`config.mk`:
```
export PLATFORM = sky130hd
export DESIGN_NAME = cam_capture_ctrl
export DESIGN_NICKNAME = d
export VERILOG_FILES = /design/src/rtl/cam_capture_pkg.sv /design/src/rtl/cam_sync_edge_det.sv /design/src/rtl/cam_capture_ctrl.sv
export SDC_FILE = /design/constraint.sdc
export NUM_CORES = 1
export LEC_CHECK = 0
export BUFFER_PORTS_ARGS = -buffer_cell sky130_fd_sc_hd__buf_2
export CAP_MARGIN = 15
export CORE_MARGIN = 5
export CORE_UTILIZATION = 30
export CTS_CLUSTER_DIAMETER = 100
export DETAILED_ROUTE_END_ITERATION = 12
export PLACE_DENSITY_LB_ADDON = 0.25
export RECOVER_POWER = 50
export SLEW_MARGIN = 10
export SYNTH_ARGS = -nofsm -noshare
export SYNTH_HDL_FRONTEND = slang
export SYNTH_SLANG_ARGS = --single-unit
```
`constraint.sdc`:
```
create_clock -name CLK -period 4.6 [get_ports CLK]
set_clock_uncertainty 0.15 [all_clocks]
set_input_delay 0.69 -clock CLK [delete_from_list [all_inputs] [get_ports CLK]]
set_output_delay 0.69 -clock CLK [all_outputs]
set_load 0.05 [all_outputs]
```
`src/rtl/cam_capture_pkg.sv`:
```
// Shared types and constants for the camera frame capture controller.
// Optional ROI cropping is enabled by defining CAM_ROI_CROP_EN.
package cam_capture_pkg;

   localparam int CNT_W = 16;
   localparam int ROI_W = 12;

   typedef enum logic [1:0] {
      ST_IDLE     = 2'd0,
      ST_WAIT_LOW = 2'd1,
      ST_WAIT_FS  = 2'd2,
      ST_CAPTURE  = 2'd3
   } cap_state_t;

   // Pixel and line counters hold at all-ones instead of wrapping mid-frame.
   function automatic logic [CNT_W-1:0] sat_inc(input logic [CNT_W-1:0] v);
      return (&v) ? v : v + CNT_W'(1);
   endfunction

endpackage

```
`src/rtl/cam_sync_edge_det.sv`:
```
// Registers VSYNC/HSYNC once and flags edges in the cycle the new level
// is sampled.
module cam_sync_edge_det (
   input  logic CLK,
   input  logic RST,
   input  logic iVSYNC,
   input  logic iHSYNC,
   output logic oVS_RISE,
   output logic oVS_FALL,
   output logic oHS_FALL
);

   logic vsync_q;
   logic hsync_q;

   // NOTE: sequential state uses non-blocking assignments so every flop
   // samples pre-edge values regardless of statement order.
   always_ff @(posedge CLK or posedge RST) begin
      if (RST) begin
         vsync_q <= 1'b0;
         hsync_q <= 1'b0;
      end else begin
         vsync_q <= iVSYNC;
         hsync_q <= iHSYNC;
      end
   end

   assign oVS_RISE = iVSYNC & ~vsync_q;
   assign oVS_FALL = ~iVSYNC & vsync_q;
   assign oHS_FALL = ~iHSYNC & hsync_q;

endmodule

```
`src/rtl/cam_capture_ctrl.sv`:
```
// Stereo frame capture controller: arms on start, aligns to a full frame,
// writes linear addresses and checks geometry. Macro: CAM_ROI_CROP_EN.
module cam_capture_ctrl
   import cam_capture_pkg::*;
#(
   parameter int PIXEL_WIDTH = 8,
   parameter int H_ACTIVE    = 640,
   parameter int V_ACTIVE    = 480,
   parameter int ADDR_WIDTH  = 19
) (
   input  logic                     CLK,
   input  logic                     RST,
   input  logic                     iSTART,
   input  logic                     iABORT,
   input  logic                     iCONTINUOUS,
   input  logic                     iVSYNC,
   input  logic                     iHSYNC,
   input  logic                     iDE,
   input  logic [PIXEL_WIDTH-1:0]   iDATA_L,
   input  logic [PIXEL_WIDTH-1:0]   iDATA_R,
   input  logic                     iWR_READY,
`ifdef CAM_ROI_CROP_EN
   input  logic [ROI_W-1:0]         iROI_X0,
   input  logic [ROI_W-1:0]         iROI_Y0,
   input  logic [ROI_W-1:0]         iROI_W,
   input  logic [ROI_W-1:0]         iROI_H,
`endif
   output logic                     oWR_EN,
   output logic [ADDR_WIDTH-1:0]    oWR_ADDR,
   output logic [2*PIXEL_WIDTH-1:0] oWR_DATA,
   output logic                     oBUSY,
   output logic                     oFRAME_START,
   output logic                     oFRAME_DONE,
   output logic                     oERR_SIZE,
   output logic                     oERR_OVF,
   output logic [15:0]              oFRAME_CNT
);

   localparam logic [31:0] FULL_LIMIT = 32'(H_ACTIVE * V_ACTIVE);

   cap_state_t         state, state_nxt;
   logic               vs_rise, vs_fall, hs_fall;
   logic               arm, frame_start, frame_end;
   logic               pixel, in_roi, cap_pixel, below_limit, wr_ok, line_end;
   logic [31:0]        limit;
   logic [ADDR_WIDTH:0] wr_ptr;
   logic [CNT_W-1:0]   pix_cnt, line_cnt, lines_total;

   cam_sync_edge_det u_edge (
      .CLK      (CLK),
      .RST      (RST),
      .iVSYNC   (iVSYNC),
      .iHSYNC   (iHSYNC),
      .oVS_RISE (vs_rise),
      .oVS_FALL (vs_fall),
      .oHS_FALL (hs_fall)
   );

   always_ff @(posedge CLK or posedge RST) begin
      if (RST) state <= ST_IDLE;
      else     state <= state_nxt;
   end

   // NOTE: every always_comb output gets a default first so no path
   // leaves a signal unassigned and infers a latch.
   always_comb begin
      state_nxt   = state;
      arm         = 1'b0;
      frame_start = 1'b0;
      frame_end   = 1'b0;
      if (iABORT) begin
         state_nxt = ST_IDLE;
      end else begin
         case (state)
            ST_IDLE:     if (iSTART) begin state_nxt = ST_WAIT_LOW; arm = 1'b1; end
            ST_WAIT_LOW: if (!iVSYNC) state_nxt = ST_WAIT_FS;
            ST_WAIT_FS:  if (vs_rise) begin state_nxt = ST_CAPTURE; frame_start = 1'b1; end
            ST_CAPTURE:  if (vs_fall) begin
                            frame_end = 1'b1;
                            state_nxt = iCONTINUOUS ? ST_WAIT_FS : ST_IDLE;
                         end
            default:     state_nxt = ST_IDLE;
         endcase
      end
   end

`ifdef CAM_ROI_CROP_EN
   assign in_roi = (32'(pix_cnt)  >= 32'(iROI_X0)) && (32'(pix_cnt)  < 32'(iROI_X0) + 32'(iROI_W)) &&
                   (32'(line_cnt) >= 32'(iROI_Y0)) && (32'(line_cnt) < 32'(iROI_Y0) + 32'(iROI_H));
   assign limit  = 32'(iROI_W) * 32'(iROI_H);
`else
   assign in_roi = 1'b1;
   assign limit  = FULL_LIMIT;
`endif

   assign pixel       = iDE & iHSYNC & iVSYNC;
   assign cap_pixel   = (state == ST_CAPTURE) & ~iABORT & pixel & in_roi;
   assign below_limit = 32'(wr_ptr) < limit;
   assign wr_ok       = cap_pixel & iWR_READY & below_limit;
   // A line ending together with VSYNC must still be counted for the frame check.
   assign line_end    = hs_fall & (pix_cnt != '0);
   assign lines_total = line_end ? sat_inc(line_cnt) : line_cnt;
   assign oBUSY       = (state != ST_IDLE);

   always_ff @(posedge CLK or posedge RST) begin
      if (RST) begin
         oWR_EN       <= 1'b0;
         oWR_ADDR     <= '0;
         oWR_DATA     <= '0;
         oFRAME_START <= 1'b0;
         oFRAME_DONE  <= 1'b0;
         oERR_SIZE    <= 1'b0;
         oERR_OVF     <= 1'b0;
         oFRAME_CNT   <= '0;
         wr_ptr       <= '0;
         pix_cnt      <= '0;
         line_cnt     <= '0;
      end else begin
         oWR_EN       <= wr_ok;
         oFRAME_START <= frame_start;
         oFRAME_DONE  <= frame_end;
         if (arm) begin
            oERR_SIZE <= 1'b0;
            oERR_OVF  <= 1'b0;
            oWR_ADDR  <= '0;
            wr_ptr    <= '0;
         end
         if (frame_start) begin
            pix_cnt  <= '0;
            line_cnt <= '0;
            oWR_ADDR <= '0;
            wr_ptr   <= '0;
         end
         if (wr_ok) begin
            oWR_ADDR <= wr_ptr[ADDR_WIDTH-1:0];
            oWR_DATA <= {iDATA_R, iDATA_L};
            wr_ptr   <= wr_ptr + 1'b1;
         end
         if (cap_pixel && !iWR_READY) oERR_OVF  <= 1'b1;
         if (cap_pixel && !below_limit) oERR_SIZE <= 1'b1;
         if (state == ST_CAPTURE && !iABORT) begin
            if (pixel) pix_cnt <= sat_inc(pix_cnt);
            if (hs_fall) begin
               pix_cnt <= '0;
               if (line_end) begin
                  line_cnt <= sat_inc(line_cnt);
                  if (pix_cnt != CNT_W'(H_ACTIVE)) oERR_SIZE <= 1'b1;
               end
            end
         end
         if (frame_end) begin
            if (lines_total != CNT_W'(V_ACTIVE)) oERR_SIZE <= 1'b1;
            oFRAME_CNT <= oFRAME_CNT + 16'd1;
         end
      end
   end

endmodule

```
==> results.cfg <==
[logic_synthesis]
ys_ff_latch = 112
yosysSeqAreaShare_pct = 51.83
synthTopCellsByArea = dfrtp_1, nand2_1, nand3_1
synthTopCellsByCount = nand2_1, dfrtp_1, nor2_1, nand3_1, o21ai_0
synth.avg_cell_area_um2 = 8.998
yosys.area.top_type = dfrtp_1
synth_edf_count = 0
netlist_area_um2 = 5408
synth_cell_types = 54
synth_top_area_share_pct = 51.83
syn_inst = 601
yosysMostFrequentCell = nand2_1
synthArstFlopShare_pct = 100.0
dominantRegCellSynth = dfrtp_1
ys.warnings.count = 0
synth_nets = 631

[timing]
max_freq_mhz = 376.4
tns_ps = 0
finalHoldViolations = 0
rsz0062_at_grt = no
slew_viol_final = 43
relSlewSlack_pct = -22.99
fin_crit_ps = 2656
holdWs_ps = 321.4
setup-violations-final = 0
worst_slew_pin_slew_ps = 1835
finalWorstSetupSlack_ps = 1944
fin_crit_sh_pct = 57.75

[worst_setup_path]
arrival_ps = 2720
crit_required_ps = 4670
r2r_end = oERR_SIZE
reg2reg_setup_slack_ps = 1940
path_cells = ha_1, nand4_1, nor4_1, nor2_1, xor2_1, nor4_1, a31oi_1
cp_slowest_cell = nor4_1
worstReg2RegStart = line_cnt[0]
path_class = flip-flop to flip-flop
cp-start-kind = flip-flop
slowest_delay_ps = 580
critPathMaxFanout = 7
crit_path_end_kind = flip-flop
worstRegToRegCells = 7
path_common_cell = nor4_1

[placement]
port-buffer-count = 81
gp_congestion = 0.8785
hpwl_um = 9188
place_ws_ps = 1759
dp_cells = 891
dpl_cell_area_um2 = 6041

[clocking]
h-tree-depth = 3
clock-sinks = 112
clock_latency_ps = 360
cts_buffers = 9
cts_buffer_depth = 2
root_buffer = clkbuf_16
clkTransAtPathRegs_ps = 80
cts_tree = done
cts_resized = 0
cts_hold_buf = 0
postCtsSetupBuffers = 0

[power]
vdd_ir_drop_max_v = 0.0001309
power_density_nw_per_um2 = 322.4
total_leakage_power_nw = 3.100
finalPower_mw = 2.047

[floorplan]
fp.dieW_um = 144.3
num_rows = 49
start_util_pct = 30.31
die_y_um = 144.3
die_area_um2 = 20810
core_area_um2 = 17840
ios = 82

[flow_run]
drv_cap = 1

[outcome]
status = complete, but fails checks
violations = max-capacitance violations, max-slew violations

[final_layout]
syn2layout_area_growth_pct = 17.42
final_nets = 703
n_antenna_cell = 0
final_cell_count_no_fill = 907
fin_util_pct = 35.59
drive_gt1_share_pct = 14.16
final_area_um2 = 6350

[grt]
antenna_found_initial = 0
grt_max_degree = 53
grt_overflow_total = 0
grt_pass1_vias = 4427
grt_pass1_wl_um = 21820
grt_usage_pct = 12.98

[min_path]
min_from = iHSYNC
hold_path_end = u_edge.hsync_q
hold_depth = 1
hold_path.class = input pin to flip-flop

[routing]
wire_per_inst_um = 14.47
route.antenna.remaining_nets = 0
drc = 0
dr.pass1.iters = 4
drt-vias-per-instance = 5.066
vias = 4595
drt_iter0_markers = 305
drt_wl_total_um = 13130
-- sequential cells by signal, indices dropped and copies added, names as in the netlist --
register        count
oERR_SIZE           1
oWR_DATA           16
u_edge.vsync_q      1
oFRAME_DONE         1
oERR_OVF            1
line_cnt           16
u_edge.hsync_q      1
oWR_ADDR           19
state               2
wr_ptr             20
oFRAME_CNT         16
oWR_EN              1
pix_cnt            16
oFRAME_START        1
-- routing by layer --
metal / share of wire, % / track usage [%] / vias up / routed length [µm]
li1: - / - / 2246 / -
met1: 45 / 16.54 / 2222 / 5945
met2: 47 / 21.26 / 104 / 6116
met3: 6.0 / 2.811 / 23 / 782
met4: 2.2 / 5.744 / 0 / 283
met5: 0 / 0 / - / 0
-- cell usage in the layout (no fill, tap or decap), types with 9 or more instances in the layout --
cell type  synthesis  routed
nand2_1          135     135
clkbuf_1          18      21
dfrtp_1          112     112
o21ai_0           42      42
nor2_1            49      49
xor2_1            12      12
nand4_1           19      19
xnor2_1           17      17
nor3_1            16      16
nand3_1           46      45
a31oi_1           11      11
and3_1            15      15
nor4_1             9       9
clkbuf_16          0       9
buf_2              2      60
a21oi_1           15      15
-- layout make-up --
class	count	area (µm²)
clock inverter	6	97.59
sequential	112	2803
inverter	11	42.54
fill	1801	11490
tap	229	286.5
multi-input combinational	454	2472
clock buffer	10	239.0
timing repair buffer	85	409.1
-- worst max-delay path by stage --
stage	startpoint	end	slack (ps)	cells past startpoint
after floorplan	RST	line_cnt[0]	800	1
after global placement	iABORT	wr_ptr[16]	1820	8
after detailed placement	iABORT	wr_ptr[16]	1760	8
after CTS	pix_cnt[0]	line_cnt[8]	1900	8
after global routing	pix_cnt[0]	line_cnt[5]	1690	8
final	line_cnt[0]	oERR_SIZE	1940	7
-- kinds of logic (layout without fill, tap and decap cells) --
family,Yosys count,after routing,synth area share (%)
xor gates and xnor gates,29,29,4.697
DFF,112,112,51.83
muxes,8,8,1.481
and+or+nand+nor,324,324,28.78
AOI/OAI and AO/OA,88,88,9.510
adders and majority gates,5,5,1.157
buffers and inverters,35,112,2.545
-- worst max-delay path: cells and delay by family (launching register included) --
kind                       cells  cell delay [ps]
AOI/OAI and AO/OA              1              160
DFF                            1              450
and+or+nand+nor                4             1260
adders and majority gates      1              330
xor gates and xnor gates       1              170
-- report_power, final --
group	switching, mW	internal [mW]
Sequential	0.0172	1.00
Clock	0.379	0.502
Combinational	0.0966	0.0517
Total	0.493	1.55
No activity file was read; power rests on OpenSTA's default activity.
